$ cat config.mk
export PLATFORM = sky130hd
export DESIGN_NAME = mem_arbiter_flat
export DESIGN_NICKNAME = d
export VERILOG_FILES = /design/src/rtl/mem_arbiter_if.sv /design/src/rtl/mem_arbiter.sv /design/src/flat_wrapper.sv
export SDC_FILE = /design/constraint.sdc
export NUM_CORES = 1
export LEC_CHECK = 0
export CAP_MARGIN = 20
export CORE_MARGIN = 5
export CORE_UTILIZATION = 48
export CTS_CLUSTER_SIZE = 10
export DETAILED_ROUTE_END_ITERATION = 10
export PLACE_DENSITY = 0.85
export SYNTH_ARGS = -nofsm -noshare
export SYNTH_HDL_FRONTEND = slang
export SYNTH_SLANG_ARGS = --single-unit
$ cat constraint.sdc
create_clock -name clk -period 3.65 [get_ports clk]
set_input_delay 0.73 -clock clk [delete_from_list [all_inputs] [get_ports clk]]
set_output_delay 0.73 -clock clk [all_outputs]
set_load 0.02 [all_outputs]
$ cat src/rtl/mem_arbiter_if.sv
// mem_arbiter_if: fetch, data and memory buses of the two-port memory arbiter
interface mem_arbiter_if;
    logic        if_req;
    logic [15:0] if_addr;
    logic        if_ready;
    logic [15:0] if_data;
    logic        d_req;
    logic        d_wr;
    logic [15:0] d_addr;
    logic [15:0] d_wdata;
    logic        d_ready;
    logic [15:0] d_rdata;
    logic        mem_en;
    logic        mem_wr;
    logic [15:0] mem_addr;
    logic [15:0] mem_wdata;
    logic [15:0] mem_rdata;
    logic        mem_valid;
    logic        err;
    modport slave (
        input  if_req, if_addr, d_req, d_wr, d_addr, d_wdata, mem_rdata, mem_valid,
        output if_ready, if_data, d_ready, d_rdata, mem_en, mem_wr, mem_addr, mem_wdata, err
    );
    modport master (
        output if_req, if_addr, d_req, d_wr, d_addr, d_wdata, mem_rdata, mem_valid,
        input  if_ready, if_data, d_ready, d_rdata, mem_en, mem_wr, mem_addr, mem_wdata, err
    );
endinterface

$ cat src/rtl/mem_arbiter.sv
// mem_arbiter: data-priority fetch/data arbiter onto one memory port; MEM_ARBITER_ANTI_STARVE_EN enables fetch starvation protection
module mem_arbiter #(
    parameter int STARVE_LIMIT = 4,
    parameter int TIMEOUT      = 255
) (
    input logic          clk,
    input logic          rst,
    mem_arbiter_if.slave bus
);
    localparam int TW = $clog2(TIMEOUT + 1);
    localparam int SW = $clog2(STARVE_LIMIT + 1);
    if (STARVE_LIMIT < 1 || TIMEOUT < 1) begin : g_bad_param
        $error("mem_arbiter: STARVE_LIMIT and TIMEOUT must be >= 1 (SW=%0d)", SW);
    end
    typedef enum logic [1:0] {IDLE, ISSUE, WAIT, RESP} state_t;
    state_t state_q, state_d;
    logic sel_q, sel_d, to_q, to_d;
    logic [TW-1:0] cnt_q, cnt_d;
    logic [15:0] rd_q, rd_d;
    logic if_ready_q, if_ready_d, d_ready_q, d_ready_d, err_q, err_d;
    logic mem_en_q, mem_en_d, mem_wr_q, mem_wr_d;
    logic [15:0] mem_addr_q, mem_addr_d, mem_wdata_q, mem_wdata_d;
    logic [15:0] if_data_q, if_data_d, d_rdata_q, d_rdata_d;
    logic starve, take_d;
`ifdef MEM_ARBITER_ANTI_STARVE_EN
    logic [SW-1:0] sc_q, sc_d;
    // consecutive data grants while a fetch waits; forces a fetch grant at the limit
    always_comb begin
        starve = bus.if_req && sc_q == SW'(STARVE_LIMIT);
        sc_d = !bus.if_req ? '0
             : (state_q == IDLE && (bus.if_req || bus.d_req)) ? (take_d ? sc_q + 1'b1 : '0)
             : sc_q;
    end
    // starvation counter register
    always_ff @(posedge clk) sc_q <= rst ? '0 : sc_d;
`else
    assign starve = 1'b0;
`endif
    // arbitration FSM: grant, issue one strobe, wait for memory or timeout, respond
    always_comb begin
        state_d     = state_q;
        sel_d       = sel_q;
        to_d        = to_q;
        cnt_d       = cnt_q;
        rd_d        = rd_q;
        mem_wr_d    = mem_wr_q;
        mem_addr_d  = mem_addr_q;
        mem_wdata_d = mem_wdata_q;
        if_data_d   = if_data_q;
        d_rdata_d   = d_rdata_q;
        mem_en_d    = 1'b0;
        if_ready_d  = 1'b0;
        d_ready_d   = 1'b0;
        err_d       = 1'b0;
        take_d      = bus.d_req && !starve;
        case (state_q)
            IDLE: if (bus.if_req || bus.d_req) begin
                sel_d       = take_d;
                mem_wr_d    = take_d && bus.d_wr;
                mem_addr_d  = take_d ? bus.d_addr : bus.if_addr;
                mem_wdata_d = take_d ? bus.d_wdata : '0;
                mem_en_d    = 1'b1;
                state_d     = ISSUE;
            end
            ISSUE: begin
                cnt_d   = '0;
                state_d = WAIT;
            end
            WAIT: if (bus.mem_valid) begin
                rd_d    = bus.mem_rdata;
                to_d    = 1'b0;
                state_d = RESP;
            end else if (cnt_q == TW'(TIMEOUT - 1)) begin
                to_d    = 1'b1;
                state_d = RESP;
            end else begin
                cnt_d = cnt_q + 1'b1;
            end
            RESP: begin
                if_ready_d = !sel_q;
                d_ready_d  = sel_q;
                err_d      = to_q;
                if_data_d  = (!to_q && !sel_q) ? rd_q : if_data_q;
                d_rdata_d  = (!to_q && sel_q && !mem_wr_q) ? rd_q : d_rdata_q;
                state_d    = IDLE;
            end
            default: state_d = IDLE;
        endcase
    end
    // state and registered outputs
    always_ff @(posedge clk) begin
        if (rst) begin
            state_q     <= IDLE;
            sel_q       <= 1'b0;
            to_q        <= 1'b0;
            cnt_q       <= '0;
            rd_q        <= '0;
            if_ready_q  <= 1'b0;
            d_ready_q   <= 1'b0;
            err_q       <= 1'b0;
            mem_en_q    <= 1'b0;
            mem_wr_q    <= 1'b0;
            mem_addr_q  <= '0;
            mem_wdata_q <= '0;
            if_data_q   <= '0;
            d_rdata_q   <= '0;
        end else begin
            state_q     <= state_d;
            sel_q       <= sel_d;
            to_q        <= to_d;
            cnt_q       <= cnt_d;
            rd_q        <= rd_d;
            if_ready_q  <= if_ready_d;
            d_ready_q   <= d_ready_d;
            err_q       <= err_d;
            mem_en_q    <= mem_en_d;
            mem_wr_q    <= mem_wr_d;
            mem_addr_q  <= mem_addr_d;
            mem_wdata_q <= mem_wdata_d;
            if_data_q   <= if_data_d;
            d_rdata_q   <= d_rdata_d;
        end
    end
    assign bus.if_ready  = if_ready_q;
    assign bus.if_data   = if_data_q;
    assign bus.d_ready   = d_ready_q;
    assign bus.d_rdata   = d_rdata_q;
    assign bus.mem_en    = mem_en_q;
    assign bus.mem_wr    = mem_wr_q;
    assign bus.mem_addr  = mem_addr_q;
    assign bus.mem_wdata = mem_wdata_q;
    assign bus.err       = err_q;
endmodule

$ cat src/flat_wrapper.sv
// flat-port wrapper written by rule: the top's interface ports become plain ports
module mem_arbiter_flat 
#(
    parameter int STARVE_LIMIT = 4,
    parameter int TIMEOUT      = 255
)
  (clk, rst, bus_if_req, bus_if_addr, bus_d_req, bus_d_wr, bus_d_addr, bus_d_wdata, bus_mem_rdata, bus_mem_valid, bus_if_ready, bus_if_data, bus_d_ready, bus_d_rdata, bus_mem_en, bus_mem_wr, bus_mem_addr, bus_mem_wdata, bus_err);
  mem_arbiter_if bus_i ();
  input logic clk;
  input logic rst;
  input wire logic [$bits(bus_i.if_req)-1:0] bus_if_req;
  input wire logic [$bits(bus_i.if_addr)-1:0] bus_if_addr;
  input wire logic [$bits(bus_i.d_req)-1:0] bus_d_req;
  input wire logic [$bits(bus_i.d_wr)-1:0] bus_d_wr;
  input wire logic [$bits(bus_i.d_addr)-1:0] bus_d_addr;
  input wire logic [$bits(bus_i.d_wdata)-1:0] bus_d_wdata;
  input wire logic [$bits(bus_i.mem_rdata)-1:0] bus_mem_rdata;
  input wire logic [$bits(bus_i.mem_valid)-1:0] bus_mem_valid;
  output wire logic [$bits(bus_i.if_ready)-1:0] bus_if_ready;
  output wire logic [$bits(bus_i.if_data)-1:0] bus_if_data;
  output wire logic [$bits(bus_i.d_ready)-1:0] bus_d_ready;
  output wire logic [$bits(bus_i.d_rdata)-1:0] bus_d_rdata;
  output wire logic [$bits(bus_i.mem_en)-1:0] bus_mem_en;
  output wire logic [$bits(bus_i.mem_wr)-1:0] bus_mem_wr;
  output wire logic [$bits(bus_i.mem_addr)-1:0] bus_mem_addr;
  output wire logic [$bits(bus_i.mem_wdata)-1:0] bus_mem_wdata;
  output wire logic [$bits(bus_i.err)-1:0] bus_err;
  assign bus_i.if_req = bus_if_req;
  assign bus_i.if_addr = bus_if_addr;
  assign bus_i.d_req = bus_d_req;
  assign bus_i.d_wr = bus_d_wr;
  assign bus_i.d_addr = bus_d_addr;
  assign bus_i.d_wdata = bus_d_wdata;
  assign bus_i.mem_rdata = bus_mem_rdata;
  assign bus_i.mem_valid = bus_mem_valid;
  assign bus_if_ready = bus_i.if_ready;
  assign bus_if_data = bus_i.if_data;
  assign bus_d_ready = bus_i.d_ready;
  assign bus_d_rdata = bus_i.d_rdata;
  assign bus_mem_en = bus_i.mem_en;
  assign bus_mem_wr = bus_i.mem_wr;
  assign bus_mem_addr = bus_i.mem_addr;
  assign bus_mem_wdata = bus_i.mem_wdata;
  assign bus_err = bus_i.err;
  mem_arbiter #(.STARVE_LIMIT(STARVE_LIMIT), .TIMEOUT(TIMEOUT)) u_core (.clk(clk), .rst(rst), .bus(bus_i));
endmodule
==> impl_metrics.py, run 1 <==
metrics = {
    "status": {
        "status": "complete, no violations",
    },
    "placed_design": {
        "dp_hpwl_mm": 7.278,
        "port_buffers": 138,
        "dp.cells": 659,
        "place_congestion": 0.7920,
    },
    "clocking": {
        "ctsHoldBuffers": 0,
        "cts.repair.resized": 0,
        "cts_tree": "yes",
        "clk_pin_slew_worst_paths_ns": 0.09,
        "cts-root-buf": "clkbuf_8",
        "clock_path_buffers": 2,
        "cts_made_buffers": 9,
        "cts_sinks": 97,
        "cts_setup_buffers": 0,
        "cts_max_level": 3,
        "worstSkewPairLatency_ns": 0.36,
    },
    "sta": {
        "fmax_mhz": 452.1,
        "hold_slack_ns": 0.4581,
        "min_period_ns": 2.212,
        "finalCritPeriodShare": 0.6059,
        "setup_viol": 0,
        "rsz0062_at_grt": "no",
        "clock_skew_ns": 0.01663,
        "worstMarginPinSlew_ns": 1.089,
        "finalMaxSlewViolations": 0,
        "finalHoldViolCount": 0,
        "max_slew_margin": 0.2706,
        "tns_ns": 0,
    },
    "drt": {
        "viasPerCell": 5.267,
        "num_vias": 3555,
        "drc": 0,
        "drt-pass1-iter-count": 4,
        "drtIter0Drc": 121,
        "wl_per_cell_um": 14.77,
        "wl_mm": 9.968,
        "ant_nets": 0,
    },
    "worst_hold_path": {
        "hold_depth": 2,
        "holdCritPathClass": "flop to flop",
    },
    "layout": {
        "fin_cells": 675,
        "regArea_mm2": 0.001942,
        "final.fill_count": 596,
        "syn2layout_area_growth_pct": 42.69,
        "final_nets": 644,
        "num_antenna_cells": 0,
        "drive_above_1_share": 0.05410,
        "multi_input_area_mm2": 0.001724,
    },
    "yosys": {
        "synthDistinctLibCells": 41,
        "synth_area_leader_cell": "dfxtp_1",
        "yosysWarnings": 0,
        "synth_top_area_frac": 0.5097,
        "netlist_instances": 449,
        "synth_async_sr_flop_share": 0,
        "synth_edf_count": 0,
        "syn_nets": 525,
        "synth_common_cells": "nand2_1 (122), dfxtp_1 (97), a21oi_1 (74), nand3_1 (21), nor2_1 (20)",
        "synthFlopType": "dfxtp_1",
        "synth_area_mm2": 0.003810,
        "ys_ff_latch": 97,
        "avgSynthCellArea_um2": 8.485,
        "synth-seq-area-share": 0.5097,
        "synth_most_common_cell": "nand2_1",
        "synth_area_leaders": "dfxtp_1 (51%), nand2_1 (12%), a21oi_1 (9.7%)",
    },
    "critical_path": {
        "crit_cells": 7,
        "cp_top_family": "buffers and inverters",
        "required_ns": 3.90,
        "r2r_setup_slack_ns": 1.56,
        "r2r_cells": 6,
        "cp_max_fo": 36,
        "path_buf_inv": 3,
        "path_cells": "clkdlybuf4s50_1 > buf_4 > nor2_1 > nor2b_2 > buf_4 > nor2_1 > a211oi_1",
        "end_kind": "flop",
        "worstPathArrival_ns": 2.46,
        "crit_path_top_delay_cell": "clkdlybuf4s50_1",
        "start_kind": "input pin",
        "slowest_delay_ns": 0.45,
        "path_class": "input pin to flop",
    },
    "floorplan": {
        "design.portCount": 139,
        "die_area_mm2": 0.009819,
        "die_w_um": 99.09,
        "design.core.area_mm2": 0.007727,
        "start_util": 0.4930,
        "rows": 32,
        "die_h_um": 99.09,
    },
    "global_routing": {
        "grt_use_total": 0.1970,
        "overflow": 0,
        "grt_max_degree": 53,
        "antenna_found_initial": 0,
        "grt_pass1_vias": 3421,
        "grt_pass1_wl_mm": 15.83,
    },
    "power_and_ir_drop": {
        "p_total_mw": 2.980,
        "vdd_ir_drop_max_mv": 0.3704,
        "powerDensity_mw_per_mm2": 548.2,
        "leakagePower_nw": 1.921,
    },
    "job": {
        "maxCapViolCount": 0,
    },
}
[cells in the final DEF (no fill, tap or decap), drive strengths merged]
master,Yosys,layout
inv,4,5
clkdlybuf4s50,0,137
and2b,1,1
a31oi,1,1
and3,1,1
and2,3,3
dfxtp,97,97
nand2,122,122
o21a,1,1
and3b,2,2
a211oi,16,16
nand2b,2,2
and4b,1,1
o21ai,6,6
nand4bb,1,1
nand4,2,2
o21ba,1,1
clkbuf,17,9
a21oi,74,74
bufinv,0,2
clkinv,0,4
nor4bb,1,1
nor3b,2,2
a311oi,6,6
buf,16,4
nand3b,1,1
a21o,1,1
o211ai,1,1
nand3,22,22
nor2b,2,2
nor2,20,20
ha,6,6
or3b,1,1
nor3,2,2
mux2i,16,16
[path summary, 6_finish.rpt]
check,from,end
max,bus_d_req,u_core.bus.mem_addr[12]
min,u_core.bus.d_rdata[12],u_core.bus.d_rdata[12]
max reg2reg,u_core.state_q[1],u_core.bus.mem_addr[12]
min reg2reg,u_core.bus.d_rdata[12],u_core.bus.d_rdata[12]
[flip-flops by register name, indices dropped and copies added, names as in the netlist]
| register | flops |
|---|---|
| u_core.bus.d_rdata | 16 |
| u_core.bus.d_ready | 1 |
| u_core.bus.err | 1 |
| u_core.bus.if_data | 16 |
| u_core.bus.if_ready | 1 |
| u_core.bus.mem_addr | 16 |
| u_core.bus.mem_en | 1 |
| u_core.bus.mem_wdata | 16 |
| u_core.bus.mem_wr | 1 |
| u_core.cnt_q | 8 |
| u_core.rd_q | 16 |
| u_core.sel_q | 1 |
| u_core.state_q | 2 |
| u_core.to_q | 1 |
[power breakdown]
part / total [mW] / internal, mW / switching, mW
combinational: 0.959 / 0.405 / 0.554
clock: 0.745 / 0.386 / 0.359
sequential: 1.28 / 1.19 / 0.0851
[through the flow]
stage | instance area [µm²] | utilization | worst slack (ns)
global route | 5436 | 0.7035 | 1.308
floorplan | 3810 | - | 1.964
finish | 5436 | 0.7035 | 1.438
CTS | 5436 | 0.7035 | 1.427
detailed placement | 5220 | 0.6755 | 1.073
global placement | 5220 | 0.6755 | 1.190
[worst reg2reg max path: cells and delay by family, from the launching register on]
family,cells,cell delay [ns]
fa+ha+maj,1,0.68
flops,1,0.33
compound gates,1,0.24
buf+inv,2,0.40
simple gates,2,0.35
[layer usage]
metal	vias up	track usage	share of wire
met5	-	0	0
met4	0	0.06408	0.012
met3	13	0.06522	0.092
met2	137	0.3363	0.49
met1	1642	0.2337	0.41
li1	1763	-	-
[area by class of cell]
type,instances,share of cell area
Inverter,4,0.002762
Multi-Input combinational cell,315,0.3171
Tap cell,102,0.02348
Clock inverter,7,0.01703
Clock buffer,9,0.02278
Sequential cell,97,0.3572
Timing Repair Buffer,141,0.2596
[logic make-up (layout without fill, tap and decap cells)]
| group | count (synthesis) | after routing | share of synthesized area |
|---|---|---|---|
| buffers and inverters | 37 | 161 | 0.04236 |
| AO/OA/AOI/OAI | 107 | 107 | 0.1691 |
| multiplexers | 16 | 16 | 0.04204 |
| AND/OR/NAND/NOR | 186 | 186 | 0.2171 |
| adder cells (fa/ha/maj) | 6 | 6 | 0.01970 |
| flip-flops | 97 | 97 | 0.5097 |
(Power assumes the default switching activity.)
==> run 2: changes to the inputs <==
--- a/config.mk
+++ b/config.mk
@@ -7,10 +7,10 @@
 export LEC_CHECK = 0
 export CAP_MARGIN = 20
 export CORE_MARGIN = 5
-export CORE_UTILIZATION = 48
+export CORE_UTILIZATION = 44
 export CTS_CLUSTER_SIZE = 10
 export DETAILED_ROUTE_END_ITERATION = 10
-export PLACE_DENSITY = 0.85
+export PLACE_DENSITY = 0.79
 export SYNTH_ARGS = -nofsm -noshare
 export SYNTH_HDL_FRONTEND = slang
 export SYNTH_SLANG_ARGS = --single-unit
==> constraint.sdc (replaced) <==
create_clock -name clk -period 2.1 [get_ports clk]
set_input_delay 0.42 -clock clk [delete_from_list [all_inputs] [get_ports clk]]
set_output_delay 0.42 -clock clk [all_outputs]
set_load 0.02 [all_outputs]
==> impl_metrics.py, run 2 (synthesis gave the netlist of run 1 again) <==
metrics = {
    "sta": {
        "fmax_mhz": 551.7,
        "setup_viol": 0,
        "finalCritPeriodShare": 0.8631,
        "rsz0062_at_grt": "no",
        "hold_slack_ns": 0.4558,
        "finalMaxSlewViolations": 0,
        "min_period_ns": 1.812,
        "finalHoldViolCount": 0,
        "tns_ns": 0,
        "fin_ws_ns": 0.2875,
        "worstMarginPinSlew_ns": 0.6777,
        "clock_skew_ns": 0.01263,
        "max_slew_margin": 0.5482,
    },
    "critical_path": {
        "required_ns": 1.68,
        "cp_top_family": "buffers and inverters",
        "r2r_cells": 6,
        "crit_path_top_delay_cell": "clkdlybuf4s50_1",
        "r2r_setup_slack_ns": 0.43,
        "crit_cells": 1,
        "critPathLaunch": "u_core.bus.mem_wr",
        "path_buf_inv": 1,
        "r2r_end": "u_core.cnt_q[2]",
        "slowest_delay_ns": 0.65,
        "start_kind": "flop",
        "worstPathArrival_ns": 1.39,
        "path_class": "flop to primary output",
        "end_kind": "primary output",
        "timing.rr.start": "u_core.cnt_q[0]",
        "cp_max_fo": 4,
        "path_cells": "clkdlybuf4s50_1",
    },
    "drt": {
        "ant_nets": 0,
        "drt-pass1-iter-count": 5,
        "met3_length_mm": 1.072,
        "num_vias": 3526,
        "wl_per_cell_um": 14.41,
        "met1_length_mm": 4.168,
        "wl_mm": 9.941,
        "viasPerCell": 5.110,
        "wl_met2_mm": 4.564,
        "drtIter0Drc": 154,
        "top_layer": "met4",
        "drc": 0,
    },
    "clocking": {
        "clock_path_buffers": 2,
        "cts_setup_buffers": 0,
        "clk_pin_slew_worst_paths_ns": 0.09,
        "ctsHoldBuffers": 0,
        "cts_max_level": 3,
        "cts-root-buf": "clkbuf_8",
        "cts.repair.resized": 0,
        "cts_tree": "yes",
        "cts_made_buffers": 9,
        "cts_sinks": 97,
        "worstSkewPairLatency_ns": 0.35,
    },
    "job": {
        "maxCapViolCount": 0,
    },
    "worst_hold_path": {
        "hold_start": "u_core.bus.mem_wdata[0]",
        "hold_end": "u_core.bus.mem_wdata[0]",
        "holdCritPathClass": "flop to flop",
        "hold_depth": 2,
    },
    "placed_design": {
        "place_area_mm2": 0.005306,
        "dp_hpwl_mm": 7.347,
        "post-place-ws_ns": 0.2453,
        "port_buffers": 138,
        "place_congestion": 0.8144,
    },
    "layout": {
        "drive_above_1_share": 0.07045,
        "final_nets": 653,
        "fin_area_mm2": 0.005529,
        "layout_common_cells": "clkdlybuf4s50_1 (136), nand2_1 (122), dfxtp_1 (97)",
        "syn2layout_area_growth_pct": 45.12,
        "layout_commonest_cell": "clkdlybuf4s50_1",
        "final.fill_count": 703,
        "num_antenna_cells": 0,
    },
    "global_routing": {
        "grt_max_degree": 35,
        "grt_pass1_vias": 3458,
        "antenna_found_initial": 0,
        "grt_pass1_wl_mm": 15.76,
        "overflow": 0,
        "grt_use_total": 0.1880,
    },
    "floorplan": {
        "design.core.area_mm2": 0.008593,
        "die_h_um": 103.1,
        "design.portCount": 139,
        "start_util": 0.4434,
        "die_w_um": 103.1,
        "die_area_mm2": 0.01062,
        "rows": 34,
    },
    "power_and_ir_drop": {
        "powerDensity_mw_per_mm2": 961.2,
        "leakagePower_nw": 1.972,
        "p_total_mw": 5.315,
        "vdd_ir_drop_max_mv": 0.5717,
    },
    "status": {
        "status": "complete, no violations",
    },
}
run 2: stage by stage:
stage,std cells,utilization
floorplan,449,-
global placement,674,0.6175
detailed placement,674,0.6175
CTS,690,0.6434
global route,690,0.6434
finish,690,0.6434
run 2: how the worst max path moves through the flow:
| stage | to |
|---|---|
| finish | bus_mem_wr |
| global route | bus_mem_wr |
| CTS | bus_mem_wr |
| detailed placement | u_core.cnt_q[6] |
| global placement | u_core.cnt_q[6] |
| floorplan | u_core.bus.if_data[10] |
run 2: area by class of cell:
class / count / area [µm²] / area share
clock inverters: 7 / 98.84 / 0.01788
multi-input cells: 315 / 1715 / 0.3103
clock buffers: 9 / 123.9 / 0.02240
inverters: 4 / 15.01 / 0.002716
repair buffers: 150 / 1499 / 0.2711
well taps: 108 / 135.1 / 0.02444
flip-flops and latches: 97 / 1942 / 0.3512
run 2: layer usage:
metal,track usage,vias to the layer above
li1,-,1780
met1,0.2230,1597
met2,0.3064,137
met3,0.08051,12
met4,0.06275,0
met5,0,-
run 2: worst register-to-register path, cell delays in order, from the launching register on:
cell and delay, ns:
dfxtp_1 0.34, inv_1 0.08, ha_1 0.17, nand4_2 0.20
o21ai_4 0.33, nand2b_4 0.13, a311oi_1 0.32
run 2: report_power, final:
group / switching (mW) / total (mW) / internal, mW
registers: 0.139 / 2.21 / 2.07
logic: 0.979 / 1.76 / 0.779
clock network: 0.666 / 1.35 / 0.682
